$ cat src/rtl/gj_axis_uart_pkg.sv
// rtl/gj_axis_uart_pkg.sv - shared mode-bit indices, FSM states and parity helper for the gjAxisUart pair
package gj_axis_uart_pkg;

  localparam int STOP1B     = 0;
  localparam int PAR_EVEN   = 1;
  localparam int PAR_ODD    = 2;
  localparam int NOP_EN     = 3;
  localparam int FRAME_BITS = 8;

  typedef enum logic [2:0] {
    IDLE,
    START,
    DATA,
    PARITY,
    STOP1,
    STOP2,
    BREAK,
    DONE
  } uart_state_e;

  function automatic logic parity_on(input logic [3:0] mode);
    return mode[PAR_EVEN] | mode[PAR_ODD];
  endfunction

  // Even parity takes precedence when both parity bits are set.
  function automatic logic parity_bit(input logic [FRAME_BITS-1:0] data, input logic [3:0] mode);
    return mode[PAR_EVEN] ? ^data : ~^data;
  endfunction

endpackage

$ cat src/rtl/gj_axis_uart_rx_if.sv
// rtl/gj_axis_uart_rx_if.sv - AXI-Stream byte channel from the UART receiver
interface gj_axis_uart_rx_if;
  import gj_axis_uart_pkg::*;

  logic                  rx_tvalid;
  logic                  rx_tready;
  logic [FRAME_BITS-1:0] rx_tdata;
  logic                  rx_tlast;

  modport master (output rx_tvalid, rx_tdata, rx_tlast, input rx_tready);
  modport slave  (input rx_tvalid, rx_tdata, rx_tlast, output rx_tready);

endinterface

$ cat src/rtl/gj_uart_rx_sampler.sv
// rtl/gj_uart_rx_sampler.sv - rx synchronizer, sub-bit tick counter and bit-centre strobe
// Optional GJAXISUARTRX_MAJVOTE_EN: 2-of-3 vote over the three ticks around the bit centre.
module gj_uart_rx_sampler #(
  parameter int OVS = 16
) (
  input  logic clk,
  input  logic rst,
  input  logic clk_en,
  input  logic rx,
  input  logic active,
  output logic rxs,
  output logic bit_strobe,
  output logic bit_val
);
  localparam int TC_W = $clog2(OVS);

  logic            rx_meta;
  logic [TC_W-1:0] tcnt;

  always_ff @(posedge clk) begin
    if (rst) begin
      rx_meta <= 1'b1;
      rxs     <= 1'b1;
    end else begin
      rx_meta <= rx;
      rxs     <= rx_meta;
    end
  end

  // tcnt is held at 0 outside a frame so the start edge defines the bit phase.
  always_ff @(posedge clk) begin
    if (rst || !active) begin
      tcnt <= '0;
    end else if (clk_en) begin
      tcnt <= (tcnt == TC_W'(OVS - 1)) ? '0 : tcnt + TC_W'(1);
    end
  end

`ifdef GJAXISUARTRX_MAJVOTE_EN
  logic s_a, s_b;

  always_ff @(posedge clk) begin
    if (rst) begin
      s_a <= 1'b1;
      s_b <= 1'b1;
    end else if (clk_en && active) begin
      if (tcnt == TC_W'(OVS / 2 - 2)) s_a <= rxs;
      if (tcnt == TC_W'(OVS / 2 - 1)) s_b <= rxs;
    end
  end

  // The decision lands on the third sample, one tick past the centre.
  assign bit_strobe = clk_en && active && (tcnt == TC_W'(OVS / 2));
  assign bit_val    = (s_a & s_b) | (s_a & rxs) | (s_b & rxs);
`else
  assign bit_strobe = clk_en && active && (tcnt == TC_W'(OVS / 2 - 1));
  assign bit_val    = rxs;
`endif

endmodule

$ cat src/rtl/gj_axis_uart_rx.sv
// rtl/gj_axis_uart_rx.sv - oversampling UART receiver with AXI-Stream byte output and idle-gap tlast
// Optional GJAXISUARTRX_MAJVOTE_EN selects majority-vote bit sampling in gj_uart_rx_sampler.
module gj_axis_uart_rx
  import gj_axis_uart_pkg::*;
#(
  parameter int OVS = 16
) (
  input  logic              clk,
  input  logic              rst,
  input  logic              clk_en,
  input  logic [3:0]        mode,
  input  logic [15:0]       rx_idle,
  input  logic              rx,
  gj_axis_uart_rx_if.master axis,
  output logic              parity_err,
  output logic              frame_err,
  output logic              overrun,
  output logic              rxEn
);
  localparam int TC_W = $clog2(OVS);

  uart_state_e           state;
  logic                  rxs, bit_strobe, bit_val, active;
  logic [2:0]            bcnt;
  logic [FRAME_BITS-1:0] shreg, pend_data, tdata_q, rel_data;
  logic                  par_flag, pend_valid, tvalid_q, tlast_q;
  logic [TC_W-1:0]       idle_tcnt;
  logic [15:0]           idle_bits;
  logic                  idle_wrap, rel_en, rel_last;

  assign active    = state inside {START, DATA, PARITY, STOP1, STOP2};
  assign idle_wrap = clk_en && (idle_tcnt == TC_W'(OVS - 1));

  assign axis.rx_tvalid = tvalid_q;
  assign axis.rx_tdata  = tdata_q;
  assign axis.rx_tlast  = tlast_q;

  gj_uart_rx_sampler #(.OVS(OVS)) u_sampler (
    .clk        (clk),
    .rst        (rst),
    .clk_en     (clk_en),
    .rx         (rx),
    .active     (active),
    .rxs        (rxs),
    .bit_strobe (bit_strobe),
    .bit_val    (bit_val)
  );

  // Release of a byte towards the output register: direct at DONE, idle timeout, or next valid start.
  always_comb begin
    rel_en   = 1'b0;
    rel_last = 1'b0;
    rel_data = pend_data;
    case (state)
      DONE: begin
        rel_data = shreg;
        if (!mode[NOP_EN]) begin
          rel_en = 1'b1;
        end else if (rx_idle == 16'd0) begin
          rel_en   = 1'b1;
          rel_last = 1'b1;
        end
      end
      IDLE: begin
        if (mode[NOP_EN] && pend_valid && idle_wrap &&
            ({1'b0, idle_bits} + 17'd1 == {1'b0, rx_idle})) begin
          rel_en   = 1'b1;
          rel_last = 1'b1;
        end
      end
      START: begin
        if (pend_valid && bit_strobe && !bit_val) rel_en = 1'b1;
      end
      default: ;
    endcase
  end

  always_ff @(posedge clk) begin
    if (rst) begin
      state      <= IDLE;
      rxEn       <= 1'b0;
      bcnt       <= '0;
      shreg      <= '0;
      par_flag   <= 1'b0;
      pend_valid <= 1'b0;
      pend_data  <= '0;
      idle_tcnt  <= '0;
      idle_bits  <= '0;
      tvalid_q   <= 1'b0;
      tdata_q    <= '0;
      tlast_q    <= 1'b0;
      parity_err <= 1'b0;
      frame_err  <= 1'b0;
      overrun    <= 1'b0;
    end else begin
      parity_err <= 1'b0;
      frame_err  <= 1'b0;
      overrun    <= 1'b0;

      if (tvalid_q && axis.rx_tready) tvalid_q <= 1'b0;
      if (rel_en) begin
        if (!tvalid_q || axis.rx_tready) begin
          tvalid_q <= 1'b1;
          tdata_q  <= rel_data;
          tlast_q  <= rel_last;
        end else begin
          overrun <= 1'b1;
        end
      end

      case (state)
        IDLE: begin
          if (clk_en && mode[NOP_EN] && pend_valid) begin
            idle_tcnt <= idle_wrap ? '0 : idle_tcnt + TC_W'(1);
            if (idle_wrap) idle_bits <= idle_bits + 16'd1;
          end
          if (rel_en) pend_valid <= 1'b0;
          if (clk_en && !rxs) begin
            state <= START;
            rxEn  <= 1'b1;
          end
        end
        START: begin
          if (bit_strobe) begin
            if (bit_val) begin
              state <= IDLE;
              rxEn  <= 1'b0;
            end else begin
              state    <= DATA;
              bcnt     <= '0;
              par_flag <= 1'b0;
              if (rel_en) pend_valid <= 1'b0;
            end
          end
        end
        DATA: begin
          if (bit_strobe) begin
            shreg <= {bit_val, shreg[FRAME_BITS-1:1]};
            bcnt  <= bcnt + 3'd1;
            if (bcnt == 3'(FRAME_BITS - 1)) state <= parity_on(mode) ? PARITY : STOP1;
          end
        end
        PARITY: begin
          if (bit_strobe) begin
            par_flag <= (bit_val != parity_bit(shreg, mode));
            state    <= STOP1;
          end
        end
        STOP1: begin
          if (bit_strobe) begin
            if (!bit_val) begin
              frame_err <= 1'b1;
              state     <= BREAK;
            end else begin
              state <= mode[STOP1B] ? DONE : STOP2;
            end
          end
        end
        STOP2: begin
          if (bit_strobe) begin
            if (!bit_val) begin
              frame_err <= 1'b1;
              state     <= BREAK;
            end else begin
              state <= DONE;
            end
          end
        end
        BREAK: begin
          if (rxs) begin
            state <= IDLE;
            rxEn  <= 1'b0;
          end
        end
        DONE: begin
          parity_err <= par_flag;
          if (!rel_en) begin
            pend_valid <= 1'b1;
            pend_data  <= shreg;
          end
          idle_tcnt <= '0;
          idle_bits <= '0;
          state     <= IDLE;
          rxEn      <= 1'b0;
        end
        default: state <= IDLE;
      endcase
    end
  end

endmodule

$ cat src/flat_wrapper.sv
// flat-port wrapper written by rule: the top's interface ports become plain ports
module gj_axis_uart_rx_flat import gj_axis_uart_pkg::*;
#(
  parameter int OVS = 16
)
  (clk, rst, clk_en, mode, rx_idle, rx, parity_err, frame_err, overrun, rxEn, axis_rx_tvalid, axis_rx_tdata, axis_rx_tlast, axis_rx_tready);
  gj_axis_uart_rx_if axis_i ();
  input  logic clk;
  input  logic rst;
  input  logic clk_en;
  input  logic [3:0] mode;
  input  logic [15:0] rx_idle;
  input  logic rx;
  output logic parity_err;
  output logic frame_err;
  output logic overrun;
  output logic rxEn;
  output wire logic [$bits(axis_i.rx_tvalid)-1:0] axis_rx_tvalid;
  output wire logic [$bits(axis_i.rx_tdata)-1:0] axis_rx_tdata;
  output wire logic [$bits(axis_i.rx_tlast)-1:0] axis_rx_tlast;
  input wire logic [$bits(axis_i.rx_tready)-1:0] axis_rx_tready;
  assign axis_rx_tvalid = axis_i.rx_tvalid;
  assign axis_rx_tdata = axis_i.rx_tdata;
  assign axis_rx_tlast = axis_i.rx_tlast;
  assign axis_i.rx_tready = axis_rx_tready;
  gj_axis_uart_rx #(.OVS(OVS)) u_core (.clk(clk), .rst(rst), .clk_en(clk_en), .mode(mode), .rx_idle(rx_idle), .rx(rx), .axis(axis_i), .parity_err(parity_err), .frame_err(frame_err), .overrun(overrun), .rxEn(rxEn));
endmodule
$ cat config.mk
export PLATFORM = sky130hd
export DESIGN_NAME = gj_axis_uart_rx_flat
export DESIGN_NICKNAME = d
export VERILOG_FILES = /design/src/rtl/gj_axis_uart_pkg.sv /design/src/rtl/gj_axis_uart_rx_if.sv /design/src/rtl/gj_uart_rx_sampler.sv /design/src/rtl/gj_axis_uart_rx.sv /design/src/flat_wrapper.sv
export SDC_FILE = /design/constraint.sdc
export NUM_CORES = 1
export LEC_CHECK = 0
export BUFFER_PORTS_ARGS = -buffer_cell sky130_fd_sc_hd__buf_2
export CAP_MARGIN = 10
export CORE_MARGIN = 3
export CORE_UTILIZATION = 45
export DETAILED_ROUTE_END_ITERATION = 7
export PLACE_DENSITY = 0.6
export SLEW_MARGIN = 5
export SYNTH_ARGS = -nofsm -noshare
export SYNTH_HDL_FRONTEND = slang
export SYNTH_SLANG_ARGS = --single-unit
export TNS_END_PERCENT = 100
$ cat constraint.sdc
create_clock -name clk -period 7.78 [get_ports clk]
set_clock_uncertainty 0.15 [all_clocks]
set_input_delay 0.778 -clock clk [delete_from_list [all_inputs] [get_ports clk]]
set_output_delay 0.778 -clock clk [all_outputs]
set_load 0.05 [all_outputs]
==> flow_metrics.env <==
export IMPL_status="finished clean"
export IMPL_leakagePower_nw=1.58
export IMPL_synth_compound_area_share_pct=17.3
export IMPL_achievable_frequency_mhz=309
export IMPL_final_util_pct=53.5
export IMPL_cts_setup_buffers=0
export IMPL_ctsRootBufferMaster="clkbuf_8"
export IMPL_pwr_share_seq_pct=48.1
export IMPL_num_rows=31
export IMPL_routabilityCongestion=0.780
export IMPL_synth_seq_cells=64
export IMPL_post_synth_instance_area_mm2=0.00357
export IMPL_die_area_mm2=0.00904
export IMPL_mappedNetlistNets=456
export IMPL_fin_crit_ns=3.24
export IMPL_synth_area_mux_share_pct=6.55
export IMPL_antenna_left=0
export IMPL_post_cts_resized_instances=0
export IMPL_grt_pass1_vias=2813
export IMPL_cts_htree_levels=3
export IMPL_tritoncts="done"
export IMPL_first_iter_violations=109
export IMPL_synth_top_cells_by_count="dfxtp_1 (64), nand2_1 (47), nor2_1 (42)"
export IMPL_critPathRequiredTime_ns=7.85
export IMPL_setup_viol=0
export IMPL_reported_max_cap_violation_count=0
export IMPL_timing_final_hold_violations=0
export IMPL_clock_tree_buffer_depth=2
export IMPL_avgSynthCellArea_um2=8.44
export IMPL_placed_cells=539
export IMPL_routed_wl_um=8000
export IMPL_whs_path_depth=1
export IMPL_hold_path_class="reg -> reg"
export IMPL_worst_hold_slack_ns=0.259
export IMPL_yosys_warnings=0
export IMPL_grt_setup_unrepaired="false"
export IMPL_fraction_of_synthesis_flops_using_an_asynchronous_set_or_reset_pin_pct=0
export IMPL_synthesized_instance_count=423
export IMPL_critical_path_peak_fanout=11
export IMPL_hpwlAfterDp_um=5910
export IMPL_layout_filler_cells=728
export IMPL_cts_buffers=9
export IMPL_critical_path_arrival_ns=3.31
export IMPL_swShare_pct=23.6
export IMPL_drt_vias_per_instance=5.46
export IMPL_start_kind="register"
export IMPL_post_synth_num_cell_types=62
export IMPL_regToRegSetupSlack_ns=4.54
export IMPL_timing_final_crit_share_pct=41.6
export IMPL_pre_cts_slack_ns=4.55
export IMPL_grt_usage_pct=18.7
export IMPL_postSynth_topFlopCell="dfxtp_1"
export IMPL_synth_most_common_cell="dfxtp_1"
export IMPL_fin_total_pwr_uw=698
export IMPL_synth_area_leader_cell="dfxtp_1"
export IMPL_global_route_wire_length_before_repair_um=13300
export IMPL_drt_pass1_iter_count=4
export IMPL_power_clock_fraction_pct=43.9
export IMPL_irDropWorstVdd_v=0.0000965
export IMPL_critPathCaptureType="register"
export IMPL_floorplan_die_width_um=95.1
export IMPL_netlist_top_cells_area="dfxtp_1 (36%), xnor2_1 (5.6%), mux2i_1 (5.6%)"
export IMPL_n_antenna_cell=0
export IMPL_synth_seq_area_share_pct=35.9
export IMPL_finalNonFillerCells=555
export IMPL_maxSlewHeadroom_pct=49.1
export IMPL_post_dp_cell_area_mm2=0.00379
export IMPL_r2r_worst_path_cells=8
export IMPL_power_report_internal_total_uw=534
export IMPL_drt_wirelength_per_cell_um=14.4
export IMPL_numClockSinks=64
export IMPL_drt_drc_violations_left=0
export IMPL_initial_core_util_pct=47.7
export IMPL_clkLatencyLatePin_ns=0.34
export IMPL_post_route_cells_drive_above_1_share_pct=14.9
export IMPL_synth_fa_ha_area_share_pct=2.80
export IMPL_synth_xor_area_share_pct=9.57
export IMPL_p_switching_uw=165
export IMPL_grt_max_degree=35
export IMPL_antenna_found_initial=0
export IMPL_synth_simple_gate_area_share_pct=24.3
export IMPL_holdBufCountCts=0
export IMPL_final_critical_path_setup_slack_ns=4.54
export IMPL_grt_remaining_overflow=0
export IMPL_port_buffers=38
export IMPL_top_level_ports=39
export IMPL_finalSetupTns_ns=0
export IMPL_relative_contribution_of_combinational_cells_to_total_power_pct=8.1
export IMPL_setup_worst_path_class="reg -> reg"
export IMPL_core_area_mm2=0.00749
export IMPL_num_nets_final=484
export IMPL_area_growth_pct=12.2
export IMPL_power_per_cell_area_mw_per_mm2=174
export IMPL_portion_of_synthesized_cell_area_occupied_by_the_leading_cell_type_pct=35.9
export IMPL_final_design_area_no_fill_mm2=0.00401
export IMPL_synth_edff_count=0
export IMPL_worst_slew_pin_transition_ns=0.761
export IMPL_timing_max_transition_violations_final=0
export IMPL_dominant_combinational_cell_family_by_area_after_synthesis="simple AND/OR/NAND/NOR gates"
export IMPL_dieHeight_um=95.1
export IMPL_routed_via_count=3033
export IMPL_clkSlewWorstSetupHoldPaths_ns=0.07
-- worst max-delay path: stages, from the launching register on --
cell and delay (ns):
dfxtp_1 0.48, ha_1 0.30, nand3_1 0.34, nor3_1 0.31, mux2_1 0.36, a311oi_2 0.27
a31oi_2 0.18, or2_0 0.44, o221a_1 0.29
-- worst paths after layout --
kind | from | to
max | u_core.idle_bits[0] | u_core.axis.rx_tdata[1]
min | u_core.u_sampler.rx_meta | u_core.u_sampler.bit_val
max reg2reg | u_core.idle_bits[0] | u_core.axis.rx_tdata[1]
min reg2reg | u_core.u_sampler.rx_meta | u_core.u_sampler.bit_val
-- cell families after synthesis --
group | after synthesis
adders and majority gates | 8
xor gates and xnor gates | 39
muxes | 23
DFF | 64
and+or+nand+nor | 170
buffers and inverters | 30
AOI/OAI and AO/OA | 89
-- power by group through the flow --
stage,logic [mW],clock network [mW],registers [mW]
2_1_floorplan,0.0381,0,0.343
3_3_place_gp,0.0557,0,0.343
4_1_cts,0.0565,0.318,0.335
3_5_place_dp,0.0563,0,0.343
5_1_grt,0.0627,0.330,0.336
6_report,0.0565,0.306,0.336
-- cells in the final DEF (no fill, tap or decap), types with 7 or more instances in the layout --
master and count:
dfxtp_1 64, nand2_1 47, nor2_1 42, buf_2 38
a21oi_1 29, xnor2_1 23, o21ai_0 21, mux2i_1 20
nor3_1 19, xor2_1 16, nand3_1 13, clkbuf_8 9
o221a_1 8, or3_1 8, ha_1 8, inv_1 7
-- registers in the layout, summed over array words and instances, names as in the netlist, 3 cells and up --
register and cells:
u_core.axis.rx_tdata 8, u_core.bcnt 3, u_core.idle_bits 16, u_core.idle_tcnt 4, u_core.pend_data 8, u_core.shreg 8, u_core.state 3, u_core.u_sampler.tcnt 4
-- routing by layer --
metal / global-route usage [%] / share of wire [%] / vias to the layer above / wire length [um]
li1: - / - / 1571 / -
met1: 24.4 / 48 / 1403 / 3830
met2: 30.7 / 47 / 53 / 3780
met3: 4.81 / 3.9 / 6 / 310
met4: 4.69 / 0.99 / 0 / 79
met5: 0 / 0 / - / 0
-- area by class of cell --
cell class	instances	area (um^2)	area share [%]
multi-input combinational	329	2160	53.9
sequential	64	1280	32.0
timing repair buffer	39	198	4.93
clock buffer	11	131	3.28
tap	99	124	3.09
clock inverter	5	81.3	2.03
inverter	8	30.0	0.749
Note: power is estimated with default switching activity, not from simulation.
